<file path="config.mk">
export PLATFORM = sky130hd
export DESIGN_NAME = nibbler_fetch
export DESIGN_NICKNAME = d
export VERILOG_FILES = /design/src/rtl/nibbler_pkg.sv /design/src/rtl/nibbler_pc.sv /design/src/rtl/nibbler_fetch.sv
export SDC_FILE = /design/constraint.sdc
export NUM_CORES = 1
export LEC_CHECK = 0
export CAP_MARGIN = 20
export CORE_ASPECT_RATIO = 0.6
export CORE_MARGIN = 3
export CORE_UTILIZATION = 55
export DETAILED_ROUTE_END_ITERATION = 8
export DONT_BUFFER_PORTS = 1
export PLACE_DENSITY_LB_ADDON = 0.15
export SYNTH_ARGS = -nofsm -noshare
export SYNTH_HDL_FRONTEND = slang
export SYNTH_SLANG_ARGS = --single-unit
</file>
<file path="constraint.sdc">
create_clock -name clk -period 1.5 [get_ports clk]
set_input_delay 0.225 -clock clk [delete_from_list [all_inputs] [get_ports clk]]
set_output_delay 0.225 -clock clk [all_outputs]
set_load 0.01 [all_outputs]
</file>
<file path="src/rtl/nibbler_pkg.sv">
// Shared types and helpers for the Nibbler fetch stage.
package nibbler_pkg;

  localparam int ADDR_W = 12;
  localparam int DATA_W = 8;

  typedef logic [3:0] opcode_t;

  // F0: capture first byte, F1: capture second byte, HOLD: present to decoder
  typedef enum logic [1:0] {
    F0   = 2'd0,
    F1   = 2'd1,
    HOLD = 2'd2
  } fetch_state_t;

  // An opcode is two-byte when its bit is set in the long-op mask.
  function automatic logic is_long_op(opcode_t op, logic [15:0] long_ops);
    return long_ops[op];
  endfunction

endpackage

</file>
<file path="src/rtl/nibbler_pc.sv">
// Program counter with increment and load; load wins over increment.
module nibbler_pc
  import nibbler_pkg::*;
#(
  parameter logic [ADDR_W-1:0] RESET_PC = '0
) (
  input  logic              clk,
  input  logic              reset_n,
  input  logic              inc,
  input  logic              load,
  input  logic [ADDR_W-1:0] load_val,
  output logic [ADDR_W-1:0] pc
);

  logic [ADDR_W-1:0] pc_q;
  logic [ADDR_W-1:0] pc_d;

  // next PC: jump target, sequential increment (wraps modulo 2^ADDR_W) or hold
  always_comb begin
    pc_d = pc_q;
    if (load)     pc_d = load_val;
    else if (inc) pc_d = pc_q + ADDR_W'(1);
  end

  // PC register, restarts at RESET_PC
  always_ff @(posedge clk or negedge reset_n) begin
    if (!reset_n) pc_q <= RESET_PC;
    else          pc_q <= pc_d;
  end

  assign pc = pc_q;

endmodule

</file>
<file path="src/rtl/nibbler_fetch.sv">
// Nibbler instruction fetch: walks the PC over a combinational Rom, assembles
// short (1-byte) and long (2-byte) instructions and presents them to the decoder.
//
// Handshake: instr_valid is high only in HOLD and all instruction outputs stay
// stable while it is high; the instruction is consumed on a cycle where
// instr_valid && instr_ready, and take_jump is looked at only on that cycle and
// only for long instructions.
module nibbler_fetch
  import nibbler_pkg::*;
#(
  parameter logic [ADDR_W-1:0] RESET_PC = '0,
  parameter logic [15:0]       LONG_OPS = 16'hFF00
) (
  input  logic              clk,
  input  logic              reset_n,
  output logic [ADDR_W-1:0] rom_addr,
  input  logic [DATA_W-1:0] rom_data,
  output logic              instr_valid,
  input  logic              instr_ready,
  input  logic              take_jump,
  output logic [3:0]        opcode,
  output logic [3:0]        operand,
  output logic [ADDR_W-1:0] target,
  output logic              is_long,
  output logic [ADDR_W-1:0] instr_pc,
  output fetch_state_t      state_dbg
);

  fetch_state_t      state_q, state_d;
  opcode_t           opcode_q, opcode_d;
  logic [3:0]        operand_q, operand_d;
  logic [ADDR_W-1:0] target_q, target_d;
  logic              is_long_q, is_long_d;
  logic [ADDR_W-1:0] instr_pc_q, instr_pc_d;
  logic              valid_q, valid_d;
  logic              pc_inc, pc_load;
  logic [ADDR_W-1:0] pc;

  nibbler_pc #(.RESET_PC(RESET_PC)) u_pc (
    .clk      (clk),
    .reset_n  (reset_n),
    .inc      (pc_inc),
    .load     (pc_load),
    .load_val (target_q),
    .pc       (pc)
  );

  // next state, next instruction registers and PC control
  always_comb begin
    state_d    = state_q;
    opcode_d   = opcode_q;
    operand_d  = operand_q;
    target_d   = target_q;
    is_long_d  = is_long_q;
    instr_pc_d = instr_pc_q;
    valid_d    = valid_q;
    pc_inc     = 1'b0;
    pc_load    = 1'b0;
    case (state_q)
      F0: begin
        opcode_d   = rom_data[7:4];
        operand_d  = rom_data[3:0];
        instr_pc_d = pc;
        target_d   = '0;
        pc_inc     = 1'b1;
        is_long_d  = is_long_op(rom_data[7:4], LONG_OPS);
        if (is_long_op(rom_data[7:4], LONG_OPS)) begin
          state_d = F1;
        end else begin
          state_d = HOLD;
          valid_d = 1'b1;
        end
      end
      F1: begin
        target_d = {operand_q, rom_data};
        pc_inc   = 1'b1;
        state_d  = HOLD;
        valid_d  = 1'b1;
      end
      HOLD: begin
        if (instr_ready) begin
          state_d = F0;
          valid_d = 1'b0;
          pc_load = take_jump && is_long_q;
        end
      end
      default: begin
        state_d = F0;
        valid_d = 1'b0;
      end
    endcase
  end

  // FSM state and registered instruction outputs
  always_ff @(posedge clk or negedge reset_n) begin
    if (!reset_n) begin
      state_q    <= F0;
      opcode_q   <= '0;
      operand_q  <= '0;
      target_q   <= '0;
      is_long_q  <= 1'b0;
      instr_pc_q <= RESET_PC;
      valid_q    <= 1'b0;
    end else begin
      state_q    <= state_d;
      opcode_q   <= opcode_d;
      operand_q  <= operand_d;
      target_q   <= target_d;
      is_long_q  <= is_long_d;
      instr_pc_q <= instr_pc_d;
      valid_q    <= valid_d;
    end
  end

  assign rom_addr    = pc;
  assign instr_valid = valid_q;
  assign opcode      = opcode_q;
  assign operand     = operand_q;
  assign target      = target_q;
  assign is_long     = is_long_q;
  assign instr_pc    = instr_pc_q;
  assign state_dbg   = state_q;

endmodule

</file>
Word level (Yosys, flattened, before mapping). Memory sizes are Yosys's and may differ from the RTL's. Cells that the tools add are included.

Output and inout port bits: 48. Register bits after elaboration: 48. ROM bits: 16. Memories: 1.

Memory list: (no name shown) (words 16, bits a word 1, rd ports 1, clocked after Yosys merged registers in 0, wr ports 0, line nibbler_pkg.sv:18) `return long_ops[op];`.

Reductions and logical operators: 6. Eq/ne operators: 4. Add/sub/neg operators: 1. Muxes and demuxes: 13. Order comparisons: 1.

Operators with widths (count): $mux W12 (2); $pmux W12 S2 (1); $add A12 B1 Y12 const B (1); $mux W1 (6); $pmux W2 S3 (1); $lt A4 B5 Y1 const B (1); $mux W2 (2); $ne A2 B2 Y1 const B (2); $reduce_bool A2 Y1 (2); $pmux W1 S3 (1); $eq A2 B1 Y1 const B (1); $eq A2 B2 Y1 const B (1); $logic_not A2 Y1 (1); $reduce_and A2 Y1 (1); $reduce_or A2 Y1 (1); $logic_and A1 B1 Y1 (1).

Longest topological paths before layout.
Word-level depth: 5. Gate-level depth with buffers: 5.

Cells and area by module. A second synthesis with hierarchy kept.

Cells, all modules: 156. Area total of the unflattened synthesis: 2090.8 um^2.

By module, submodules not included: nibbler_fetch (cells each 84, seq. area each 875.8 um^2, times used 1, area an instance 1418.9 um^2); nibbler_pc (cells each 72, seq. area each 300.3 um^2, times used 1, area an instance 671.9 um^2).

Worst setup path before layout. OpenSTA, ideal clock, no wires.

Kind: register to register. Start point: reg u_pc.pc_q[0] (netlist: u_pc.pc[0]). End point: reg u_pc.pc_q[10] (netlist: u_pc.pc[10]). Stages on the path, launching flop included: 6. Buffers on the path: 0. Data required time: 1.362 ns. Slack: 0.045 ns. Data arrival time: 1.317 ns. Cells stage by stage: dfrtp_1 > ha_1 > and3_1 > and2_2 > a211oi_1 > a311oi_1.

Word-level cells in the longest chain between the ends: 3.

Ends and longest elaborated chain: start: declaration (line nibbler_pc.sv:15) `logic [ADDR_W-1:0] pc_q;`; start signal: assignment (line nibbler_pc.sv:28) `else pc_q <= pc_d;`; $add A12 B1 Y12 (line nibbler_pc.sv:22) `else if (inc) pc_d = pc_q + ADDR_W'(1);`; $mux W12 (line nibbler_pc.sv:22); $mux W12 (line nibbler_pc.sv:21) `if (load) pc_d = load_val;`.

No other way between the ends. The select of a mux whose other input is x is not followed. A chain may end at the register's enable or synchronous reset.

Worst setup path in the final report. Ends and elaborated chain as after synthesis.

==> results.md <==
* Ys async rst share at between 90% and 100%
* DRT Wirelength at around 4600 um
* Dpl hpwl at 3330 um
* Hold WC Path Type: in -> reg
* Warning count from the yosys run at 0
* Root buf cell: clkbuf_8
* Critical Path Sink Type: flip-flop
* Syn_area_per_cell at 12.5 sq um
* Synth cell types at 36
* Worst slack, placed at about 46 ps
* Share of layout cells above drive strength 1 at 31.3%
* WP buf/inv at 0
* First-pass iteration count of the detailed router at 4
* Number of global-route vias before repair at between 1000 and 1500
* Cts bufs inserted at 5
* Total Routing Usage GR at 22.5%
* Sequential cell area fraction in the yosys report at 58.7%
* Critical path cell sequence: ha_1, and3_1, and2_2, a211oi_1, a311oi_1
* Met3 routed WL at between 400 and 500 um
* Met1 Wirelength at around 2100 um
* CTS tree: yes
* WL per Instance at 20.1 um
* WL met2 at roughly 1900 um
* Critical Path Source Type: flip-flop
* Max-cap violations at 0
* Port Buf Inserts at 0
* Static leakage at between 1 and 1.5 nW
* FF+latch count, synth at 47
* Synth-to-layout area growth at 16.8%
* Crit Path Max Fanout at 3
* Fin. Hold Viols at 0
* Syn Nets at around 170
* CTS Sinks at 47
* EDFF count, synth at 0
* Pwr dens at 2350 nW/um^2
* Die extent in y at between 50 and 60 um
* Max stage delay on crit path at approximately 400 ps
* Final ANT Viol Nets at 0
* Critical path data required time at approximately 1700 ps
* Vias at about 1400
* Most used DFF post-synth: dfrtp_1
* Largest net degree at the start of global routing at 48
* Min Tclk post-route at about 1400 ps
* Final Power at about 0.0055 W
* Crit path DAT at between 1500 and 2000 ps
* CTS H-Tree Depth at 2
* Clock skew at slightly below 5 ps
* Hold slack final at approximately 41 ps
* Die width at ~84 um
* Fmax at 699 MHz
* Final setup vio count at 0
* Post-synthesis cell area at approximately 2000 sq um
* Worst relative slew slack at between 60 and 70%
* Antenna cells at 0
* Syn Inst Count at 160
* Final nets at between 150 and 200
* Status: finished clean
* Post-CTS Setup Bufs at 0
* Worst skew pair latency at about 300 ps
* Bufs on Longest Clock Path at 2
* First-pass GRT wire length at 7360 um
* Antenna violations before repair at 0
* Starting DRT DRC Count at 54
* Clock Pin Slew Worst Setup and Hold Paths at roughly 90 ps
* Core area at 3360 sq um
* Setup WS post-layout at just under 70 ps
* I/O Pins at 60
* Max-slew violations at 0
* DIE AREA at about 4400 sq um
* Highest metal used: met4
* Vias per Instance at 6.14
* Crit path kind: reg -> reg
* Crit-path slowest cell: dfrtp_1
* Worst Tran Pin Value at 504 ps
* Top delay family on crit path: simple AND/OR/NAND/NOR gates
* Row count at 16
* Initial Util at between 50% and 60%
* # DRC at 0
* Gr ovfl total at 0
* Peak VDD IR at ~1500 uV
* Period utilization at between 90% and 100%
* Routability cong. at just over 0.8
## routing by layer
layer	vias up	global-route usage, %
met5	-	0
met4	0	11.0
met3	7	9.89
met2	55	30.9
met1	699	30.3
li1	633	-
## stage by stage
step,instances,util [%],setup TNS (ps),area [sq um]
2_1_floorplan,160,-,0,2000
3_3_place_gp,217,64.5,0,2170
3_5_place_dp,217,64.5,0,2170
4_1_cts,227,69.1,0,2320
5_1_grt,227,69.6,-2.33,2340
6_report,227,69.6,0,2340
## final cells by class
type                       instances  area, sq um
tap                               45         56.3
clock inverter                     2         35.0
inverter                           3         11.3
clock buffer                       6         82.6
fill                             240         1020
sequential                        47         1180
timing repair buffer              22          188
multi-input combinational        102          792
## path summary, 6_finish.rpt
path                        startpoint          end  slack (ps)  depth (start not counted)
max reg2reg                 u_pc.pc[0]  u_pc.pc[10]          70                          5
max in group asynchronous      reset_n    target[2]         870                          2
max                         u_pc.pc[0]  u_pc.pc[10]          70                          5
min                        rom_data[1]    target[1]          40                          1
min in group asynchronous      reset_n   u_pc.pc[8]         430                          2
min reg2reg                instr_valid  instr_valid         550                          2
## registers in the layout, summed over array words and instances, names as in the netlist
signal and cells:
opcode 4, instr_pc 12, operand 4, state_dbg 2, u_pc.pc 12, instr_valid 1, target 12
## power by group
group | internal (W) | switching [W]
Clock | 0.000539 | 0.000429
Sequential | 0.00181 | 0.000698
Combinational | 0.00101 | 0.00102
Total | 0.00335 | 0.00215
## worst reg2reg max path, delay by kind of cell (launching register included)
| kind | cells | cell delay [ps] |
|---|---|---|
| simple gates | 2 | 420 |
| fa+ha+maj | 1 | 230 |
| flops | 1 | 400 |
| compound gates | 2 | 270 |
## layout by cell type, fill, tap and decap left out, drive strengths merged, types with 2 or more instances in the layout
cell type and instances:
nor2b 3, o22ai 2, mux2i 5, a311oi 2, mux2 20, nor2 9, inv 3, and2 2
nor3 3, nand3 4, dfrtp 47, a22o 11, nand2 9, a21oi 6, nand4 3, o21ai 8
clkbuf 6, and3 2, buf 21
## synth_stat cells, drive strengths merged, types with 2 or more instances
master | n | area, sq um
nor2 | 9 | 33.8
dfrtp | 47 | 1180
mux2 | 20 | 225
inv | 3 | 11.3
and2 | 2 | 13.8
nor2b | 3 | 18.8
nand2 | 9 | 33.8
a22o | 11 | 96.3
nor3 | 3 | 20.0
and3 | 2 | 12.5
nand4 | 3 | 25.0
a311oi | 2 | 17.5
a21oi | 6 | 30.0
mux2i | 5 | 50.1
buf | 8 | 43.8
nand3 | 4 | 20.0
o22ai | 2 | 12.5
o21ai | 8 | 40.0
## kinds of logic (layout without fill, tap and decap cells)
group / after synthesis / count (layout) / share of synthesized area, %
mux: 25 / 25 / 13.7
fa+ha+maj: 1 / 1 / 0.624
xor+xnor: 1 / 1 / 0.437
simple gates: 41 / 41 / 11.9
compound gates: 34 / 34 / 11.9
flops: 47 / 47 / 58.7
buf+inv: 11 / 33 / 2.75
## what timing repair did
item,4_1_cts,5_1_grt
endpoints found under the setup margin,0,13
gates resized for setup,0,4
hold endpoints to repair,47,0
hold buffers,2,0
Note: power is estimated with default switching activity, not from simulation.
